--- src/rtl/wbs_slave_bridge.sv ---
// Wishbone slave terminating the user-project bus: control/status registers plus
// query/leaf/node write windows and a registered best-index read path.
module wbs_slave_bridge #(
    parameter int DATA_WIDTH       = 11,
    parameter int QUERY_ADDR_WIDTH = 9,
    parameter int LEAF_ADDR_WIDTH  = 9,
    parameter int NODE_ADDR_WIDTH  = 6,
    parameter int BEST_ADDR_WIDTH  = 9
) (
    input  logic                        wb_clk_i,
    input  logic                        rst_n,
    input  logic                        wbs_stb_i,
    input  logic                        wbs_cyc_i,
    input  logic                        wbs_we_i,
    input  logic [3:0]                  wbs_sel_i,
    input  logic [31:0]                 wbs_adr_i,
    input  logic [31:0]                 wbs_dat_i,
    output logic                        wbs_ack_o,
    output logic [31:0]                 wbs_dat_o,
    output logic                        mode_o,
    output logic                        debug_o,
    output logic                        fsm_start_o,
    input  logic                        fsm_done_i,
    input  logic                        fsm_busy_i,
    output logic                        query_wen_o,
    output logic [QUERY_ADDR_WIDTH-1:0] query_addr_o,
    output logic [5*DATA_WIDTH-1:0]     query_wdata_o,
    output logic                        leaf_wen_o,
    output logic [LEAF_ADDR_WIDTH-1:0]  leaf_addr_o,
    output logic [63:0]                 leaf_wdata_o,
    output logic                        node_wen_o,
    output logic [NODE_ADDR_WIDTH-1:0]  node_addr_o,
    output logic [2*DATA_WIDTH-1:0]     node_wdata_o,
    output logic                        best_ren_o,
    output logic [BEST_ADDR_WIDTH-1:0]  best_addr_o,
    input  logic [DATA_WIDTH-1:0]       best_rdata_i
);

    localparam logic [31:0] ADR_MODE   = 32'h3000_0000;
    localparam logic [31:0] ADR_DEBUG  = 32'h3000_0004;
    localparam logic [31:0] ADR_DONE   = 32'h3000_0008;
    localparam logic [31:0] ADR_START  = 32'h3000_000C;
    localparam logic [31:0] ADR_BUSY   = 32'h3000_0010;
    localparam logic [31:0] BASE_QUERY = 32'h3001_0000;
    localparam logic [31:0] BASE_LEAF  = 32'h3002_0000;
    localparam logic [31:0] BASE_BEST  = 32'h3003_0000;
    localparam logic [31:0] BASE_NODE  = 32'h3004_0000;
    localparam int          QW         = 5 * DATA_WIDTH;
    localparam int          NW         = 2 * DATA_WIDTH;

    typedef enum logic [1:0] {ST_IDLE, ST_RDWAIT, ST_ACK, ST_RECOVER} state_e;

    state_e                      state_q, state_d;
    logic                        ack_q, ack_d;
    logic [31:0]                 dat_q, dat_d;
    logic                        mode_q, mode_d;
    logic                        debug_q, debug_d;
    logic                        done_q, done_d;
    logic                        start_q, start_d;
    logic [31:0]                 hold_q, hold_d;
    logic                        query_wen_q, query_wen_d;
    logic [QUERY_ADDR_WIDTH-1:0] query_addr_q, query_addr_d;
    logic [QW-1:0]               query_wdata_q, query_wdata_d;
    logic                        leaf_wen_q, leaf_wen_d;
    logic [LEAF_ADDR_WIDTH-1:0]  leaf_addr_q, leaf_addr_d;
    logic [63:0]                 leaf_wdata_q, leaf_wdata_d;
    logic                        node_wen_q, node_wen_d;
    logic [NODE_ADDR_WIDTH-1:0]  node_addr_q, node_addr_d;
    logic [NW-1:0]               node_wdata_q, node_wdata_d;
    logic                        best_ren_q, best_ren_d;
    logic [BEST_ADDR_WIDTH-1:0]  best_addr_q, best_addr_d;

    logic        req;
    logic [31:0] win;
    logic        hit_mode, hit_debug, hit_done, hit_start, hit_busy;
    logic        hit_query, hit_leaf, hit_best, hit_node;
    logic        best_rd_lo;
    logic [63:0] wide_wdata;
    logic        unused_sel;

    assign unused_sel = ^wbs_sel_i;

    assign req        = wbs_cyc_i & wbs_stb_i;
    assign win        = wbs_adr_i & 32'hFFFF_0000;
    assign hit_mode   = (wbs_adr_i == ADR_MODE);
    assign hit_debug  = (wbs_adr_i == ADR_DEBUG);
    assign hit_done   = (wbs_adr_i == ADR_DONE);
    assign hit_start  = (wbs_adr_i == ADR_START);
    assign hit_busy   = (wbs_adr_i == ADR_BUSY);
    assign hit_query  = (win == BASE_QUERY);
    assign hit_leaf   = (win == BASE_LEAF);
    assign hit_best   = (win == BASE_BEST);
    assign hit_node   = (win == BASE_NODE);
    assign best_rd_lo = hit_best & ~wbs_we_i & ~wbs_adr_i[2];
    // Upper half of a query/leaf pair carries the high word; the hold register the low one.
    assign wide_wdata = {wbs_dat_i, hold_q};

    always_ff @(posedge wb_clk_i or negedge rst_n) begin
        if (!rst_n) begin
            state_q <= ST_IDLE;
        end else begin
            state_q <= state_d;
        end
    end

    always_comb begin
        state_d = state_q;
        case (state_q)
            ST_IDLE:    if (req) state_d = best_rd_lo ? ST_RDWAIT : ST_ACK;
            ST_RDWAIT:  state_d = ST_ACK;
            ST_ACK:     state_d = ST_RECOVER;
            ST_RECOVER: state_d = ST_IDLE;
            default:    state_d = ST_IDLE;
        endcase
    end

    // Strobes, addresses and read data default to zero so they only live for one cycle.
    always_comb begin
        ack_d         = 1'b0;
        dat_d         = '0;
        mode_d        = mode_q;
        debug_d       = debug_q;
        done_d        = done_q | fsm_done_i;
        start_d       = 1'b0;
        hold_d        = hold_q;
        query_wen_d   = 1'b0;
        query_addr_d  = '0;
        query_wdata_d = '0;
        leaf_wen_d    = 1'b0;
        leaf_addr_d   = '0;
        leaf_wdata_d  = '0;
        node_wen_d    = 1'b0;
        node_addr_d   = '0;
        node_wdata_d  = '0;
        best_ren_d    = 1'b0;
        best_addr_d   = '0;
        case (state_q)
            ST_IDLE: begin
                if (req) begin
                    ack_d = ~best_rd_lo;
                    if (wbs_we_i) begin
                        if (hit_mode)  mode_d  = wbs_dat_i[0];
                        if (hit_debug) debug_d = wbs_dat_i[0];
                        if (hit_done)  done_d  = fsm_done_i;
                        if (hit_start) start_d = 1'b1;
                        if (hit_query) begin
                            if (!wbs_adr_i[2]) begin
                                hold_d = wbs_dat_i;
                            end else begin
                                query_wen_d   = 1'b1;
                                query_addr_d  = wbs_adr_i[3 +: QUERY_ADDR_WIDTH];
                                query_wdata_d = wide_wdata[QW-1:0];
                            end
                        end
                        if (hit_leaf) begin
                            if (!wbs_adr_i[2]) begin
                                hold_d = wbs_dat_i;
                            end else begin
                                leaf_wen_d   = 1'b1;
                                leaf_addr_d  = wbs_adr_i[3 +: LEAF_ADDR_WIDTH];
                                leaf_wdata_d = wide_wdata;
                            end
                        end
                        if (hit_node) begin
                            node_wen_d   = 1'b1;
                            node_addr_d  = wbs_adr_i[2 +: NODE_ADDR_WIDTH];
                            node_wdata_d = wbs_dat_i[NW-1:0];
                        end
                    end else begin
                        if (hit_mode)  dat_d = {31'b0, mode_q};
                        if (hit_debug) dat_d = {31'b0, debug_q};
                        if (hit_done)  dat_d = {31'b0, done_q};
                        if (hit_busy)  dat_d = {31'b0, fsm_busy_i};
                        if (best_rd_lo) begin
                            best_ren_d  = 1'b1;
                            best_addr_d = wbs_adr_i[3 +: BEST_ADDR_WIDTH];
                        end
                    end
                end
            end
            ST_RDWAIT: begin
                ack_d = 1'b1;
                dat_d = {{(32-DATA_WIDTH){1'b0}}, best_rdata_i};
            end
            default: ;
        endcase
    end

    always_ff @(posedge wb_clk_i or negedge rst_n) begin
        if (!rst_n) begin
            ack_q         <= 1'b0;
            dat_q         <= '0;
            mode_q        <= 1'b0;
            debug_q       <= 1'b0;
            done_q        <= 1'b0;
            start_q       <= 1'b0;
            hold_q        <= '0;
            query_wen_q   <= 1'b0;
            query_addr_q  <= '0;
            query_wdata_q <= '0;
            leaf_wen_q    <= 1'b0;
            leaf_addr_q   <= '0;
            leaf_wdata_q  <= '0;
            node_wen_q    <= 1'b0;
            node_addr_q   <= '0;
            node_wdata_q  <= '0;
            best_ren_q    <= 1'b0;
            best_addr_q   <= '0;
        end else begin
            ack_q         <= ack_d;
            dat_q         <= dat_d;
            mode_q        <= mode_d;
            debug_q       <= debug_d;
            done_q        <= done_d;
            start_q       <= start_d;
            hold_q        <= hold_d;
            query_wen_q   <= query_wen_d;
            query_addr_q  <= query_addr_d;
            query_wdata_q <= query_wdata_d;
            leaf_wen_q    <= leaf_wen_d;
            leaf_addr_q   <= leaf_addr_d;
            leaf_wdata_q  <= leaf_wdata_d;
            node_wen_q    <= node_wen_d;
            node_addr_q   <= node_addr_d;
            node_wdata_q  <= node_wdata_d;
            best_ren_q    <= best_ren_d;
            best_addr_q   <= best_addr_d;
        end
    end

    assign wbs_ack_o     = ack_q;
    assign wbs_dat_o     = dat_q;
    assign mode_o        = mode_q;
    assign debug_o       = debug_q;
    assign fsm_start_o   = start_q;
    assign query_wen_o   = query_wen_q;
    assign query_addr_o  = query_addr_q;
    assign query_wdata_o = query_wdata_q;
    assign leaf_wen_o    = leaf_wen_q;
    assign leaf_addr_o   = leaf_addr_q;
    assign leaf_wdata_o  = leaf_wdata_q;
    assign node_wen_o    = node_wen_q;
    assign node_addr_o   = node_addr_q;
    assign node_wdata_o  = node_wdata_q;
    assign best_ren_o    = best_ren_q;
    assign best_addr_o   = best_addr_q;

endmodule

--- config.mk ---
export PLATFORM = sky130hd
export DESIGN_NAME = wbs_slave_bridge
export DESIGN_NICKNAME = d
export VERILOG_FILES = /design/src/rtl/wbs_slave_bridge.sv
export SDC_FILE = /design/constraint.sdc
export NUM_CORES = 1
export LEC_CHECK = 0
export CAP_MARGIN = 10
export CORE_MARGIN = 3
export CORE_UTILIZATION = 40
export CTS_CLUSTER_SIZE = 16
export DETAILED_ROUTE_END_ITERATION = 10
export GPL_TIMING_DRIVEN = 0
export PLACE_DENSITY = 0.77
export SLEW_MARGIN = 20
export SYNTH_ARGS = -nofsm -noshare
export SYNTH_HDL_FRONTEND = slang
export SYNTH_SLANG_ARGS = --single-unit
--- constraint.sdc ---
create_clock -name wb_clk_i -period 1.84 [get_ports wb_clk_i]
set_input_delay 0.552 -clock wb_clk_i [delete_from_list [all_inputs] [get_ports wb_clk_i]]
set_output_delay 0.552 -clock wb_clk_i [all_outputs]
set_load 0.01 [all_outputs]
==> results.cfg <==
[die]
dieWidth_um = 147
start_util = 0.416
rows = 50
io_pins = 300
die-area_mm2 = 0.0216
core_mm2 = 0.0191
die_h_um = 147

[timing]
rsz0062_at_grt = yes
period_share = 1.06
min_period_ns = 1.95
hold_violations = 0
setup_violations = 95
slew_viol_final = 0
clock.fmax_mhz = 513
setup_slack_ns = -0.108
fin_skew_ns = 0.0130

[run]
drv_cap = 0

[yosys]
ys_seq_area_frac = 0.716
syn_inst = 542
synth_edf_count = 0
synth.ff_latch_count = 228
netlist_area_mm2 = 0.00797
avgSynthCellArea_um2 = 14.7
yosysWarnings = 0
synth_top_flop_cell = dfrtp_1
synth_cell_types = 40
async_flop_share = 1.00

[global_route]
grt_overflow_total = 0
grt_usage = 0.206
grt_max_degree = 95
grt_pass1_wl_um = 34400
antenna_found_initial = 1
grt_pass1_vias = 5817

[final_layout]
layout_common_cells = 228 x dfrtp_1, 201 x dlygate4sd2_1, 130 x and2_1
layout_commonest_cell = dfrtp_1
antenna_cells = 0
final_cells = 1194
fin_nets = 1007
syn_to_final_growth_pct = 65.0
drive_gt1_frac = 0.271

[clock_tree]
cts_sinks = 228
clk_latency_ns = 0.52
cts_made_buffers = 24
cts.reportedPaths.clkPinSlew_ns = 0.06
clk_root_buffer_cell = clkbuf_16
cts_tree = yes
clock_path_buffers = 3
cts_max_level = 1

[place]
io_buffer_count = 274
dp.cells = 1098
gp_congestion = 0.768
pre_cts_ws_ns = -1.18
dp_hpwl_um = 14400

[drt]
wirelength_um = 23100
drtIter0Drc = 192
postRouteAntennaNets = 0
vias = 5478
routedWlPerCell_um = 19.3
vias_per_cell = 4.59
drc_errors = 0
dr.pass1.iters = 4

[power]
power_leakage_nw = 7.29
ir_worst_vdd_mv = 0.736
p_per_area_mw_per_mm2 = 826

[status]
violations = negative setup slack
status = finished with violations

[setup_path]
cpPeakStageDelay_ns = 0.39
crit_arrival_ns = 2.39
critPathCaptureType = register
worstSetupStartpointType = register
path_class = reg -> reg
path_cells = inv_2, ha_4, and4_4, buf_6, nand4_1, nor4b_4, clkbuf_8, clkbuf_16, and2_1
crit_required_ns = 2.28
crit_slowest_cell = dfrtp_1
cp_max_fo = 10

[min_path]
hold_path.class = in -> reg
path summary, 6_finish.rpt:
kind / startpoint / endpoint / slack [ns] / depth (start not counted)
min reg2reg: done_q / done_q / 0.49 / 1
max: state_q[0] / node_addr_o[0] / -0.11 / 9
min in group asynchronous: rst_n / query_wdata_o[41] / 0.55 / 2
min: wbs_adr_i[7] / leaf_addr_o[4] / 0.42 / 2
max in group asynchronous: rst_n / leaf_wdata_o[32] / 0.51 / 3
max reg2reg: state_q[0] / node_addr_o[0] / -0.11 / 9
worst max-delay path: cells and delay by family (launching register included):
family        cells  cell delay (ns)
simple gates      4             0.80
buf+inv           4             0.54
flops             1             0.39
fa+ha+maj         1             0.15
where the power goes:
part           switching [W]  internal [W]  total (W)
clock network        0.00191       0.00296    0.00487
registers          0.0000249       0.00509    0.00511
logic               0.000423      0.000453   0.000876
total                0.00236       0.00850     0.0109
cell families (layout without fill, tap and decap cells):
| family | count (synthesis) | after routing | share of synthesized area |
|---|---|---|---|
| flip-flops | 228 | 228 | 0.716 |
| AND/OR/NAND/NOR | 220 | 220 | 0.184 |
| buffers and inverters | 47 | 419 | 0.0371 |
| multiplexers | 35 | 35 | 0.0493 |
| AO/OA/AOI/OAI | 7 | 7 | 0.00754 |
| adder cells (fa/ha/maj) | 3 | 3 | 0.00471 |
| other | 1 | 21 | 0.000471 |
| XOR/XNOR | 1 | 1 | 0.00110 |
timing repair:
item | 4_1_cts | 5_1_grt
pin swaps | 26 | 16
resized for setup | 333 | 85
gates cloned | 16 | 2
endpoints found under the hold margin | 52 | 0
setup buffers | 29 | 9
endpoints found under the setup margin | 406 | 206
hold buffers | 1 | 0
per-layer routing:
metal / wire length (um) / up-vias / GRT usage / part of all wire
met3: 1670 / 44 / 0.0543 / 0.072
met1: 9070 / 2737 / 0.253 / 0.39
li1: - / 2460 / - / -
met5: 0 / - / 0 / 0
met2: 11700 / 237 / 0.363 / 0.51
met4: 662 / 0 / 0.0559 / 0.029
final cells by class:
| cell class | count | area, um2 |
|---|---|---|
| buffer | 42 | 594 |
| clock buffer | 36 | 716 |
| clock inverter | 6 | 91.3 |
| fill | 1402 | 6000 |
| inverter | 3 | 11.3 |
| multi-input combinational | 287 | 2400 |
| sequential | 228 | 5710 |
| tap | 260 | 325 |
| timing repair buffer | 332 | 3310 |
stage by stage:
stage                     cell area, um2  hold slack, ns   util  setup TNS, ns  power (W)
after floorplan                     8100           0.256      -         -16.08    0.00547
after global placement             11200           0.461  0.583       -2237.15    0.00594
after detailed placement           11200           0.468  0.586        -209.32    0.00597
after CTS                          12900           0.485  0.675          -9.35     0.0109
after global routing               13100           0.423  0.687         -15.49     0.0112
final                              13100           0.422  0.687          -5.00     0.0109
cell usage after synthesis (all sizes together), types with 2 or more instances:
library cell,number,share of area
nand2,2,0.00094
nor3,3,0.0019
nor2,2,0.00094
buf,25,0.025
nand4b,2,0.0022
nor2b,3,0.0024
a311o,2,0.0025
nand4,3,0.0042
and4bb,2,0.0031
mux2,34,0.048
ha,3,0.0047
nor4b,2,0.0030
and4,2,0.0022
dfrtp,228,0.72
inv,3,0.0014
and2,184,0.14
nor4,8,0.012
clkbuf,19,0.011
Note: power is estimated with default switching activity, not from simulation.
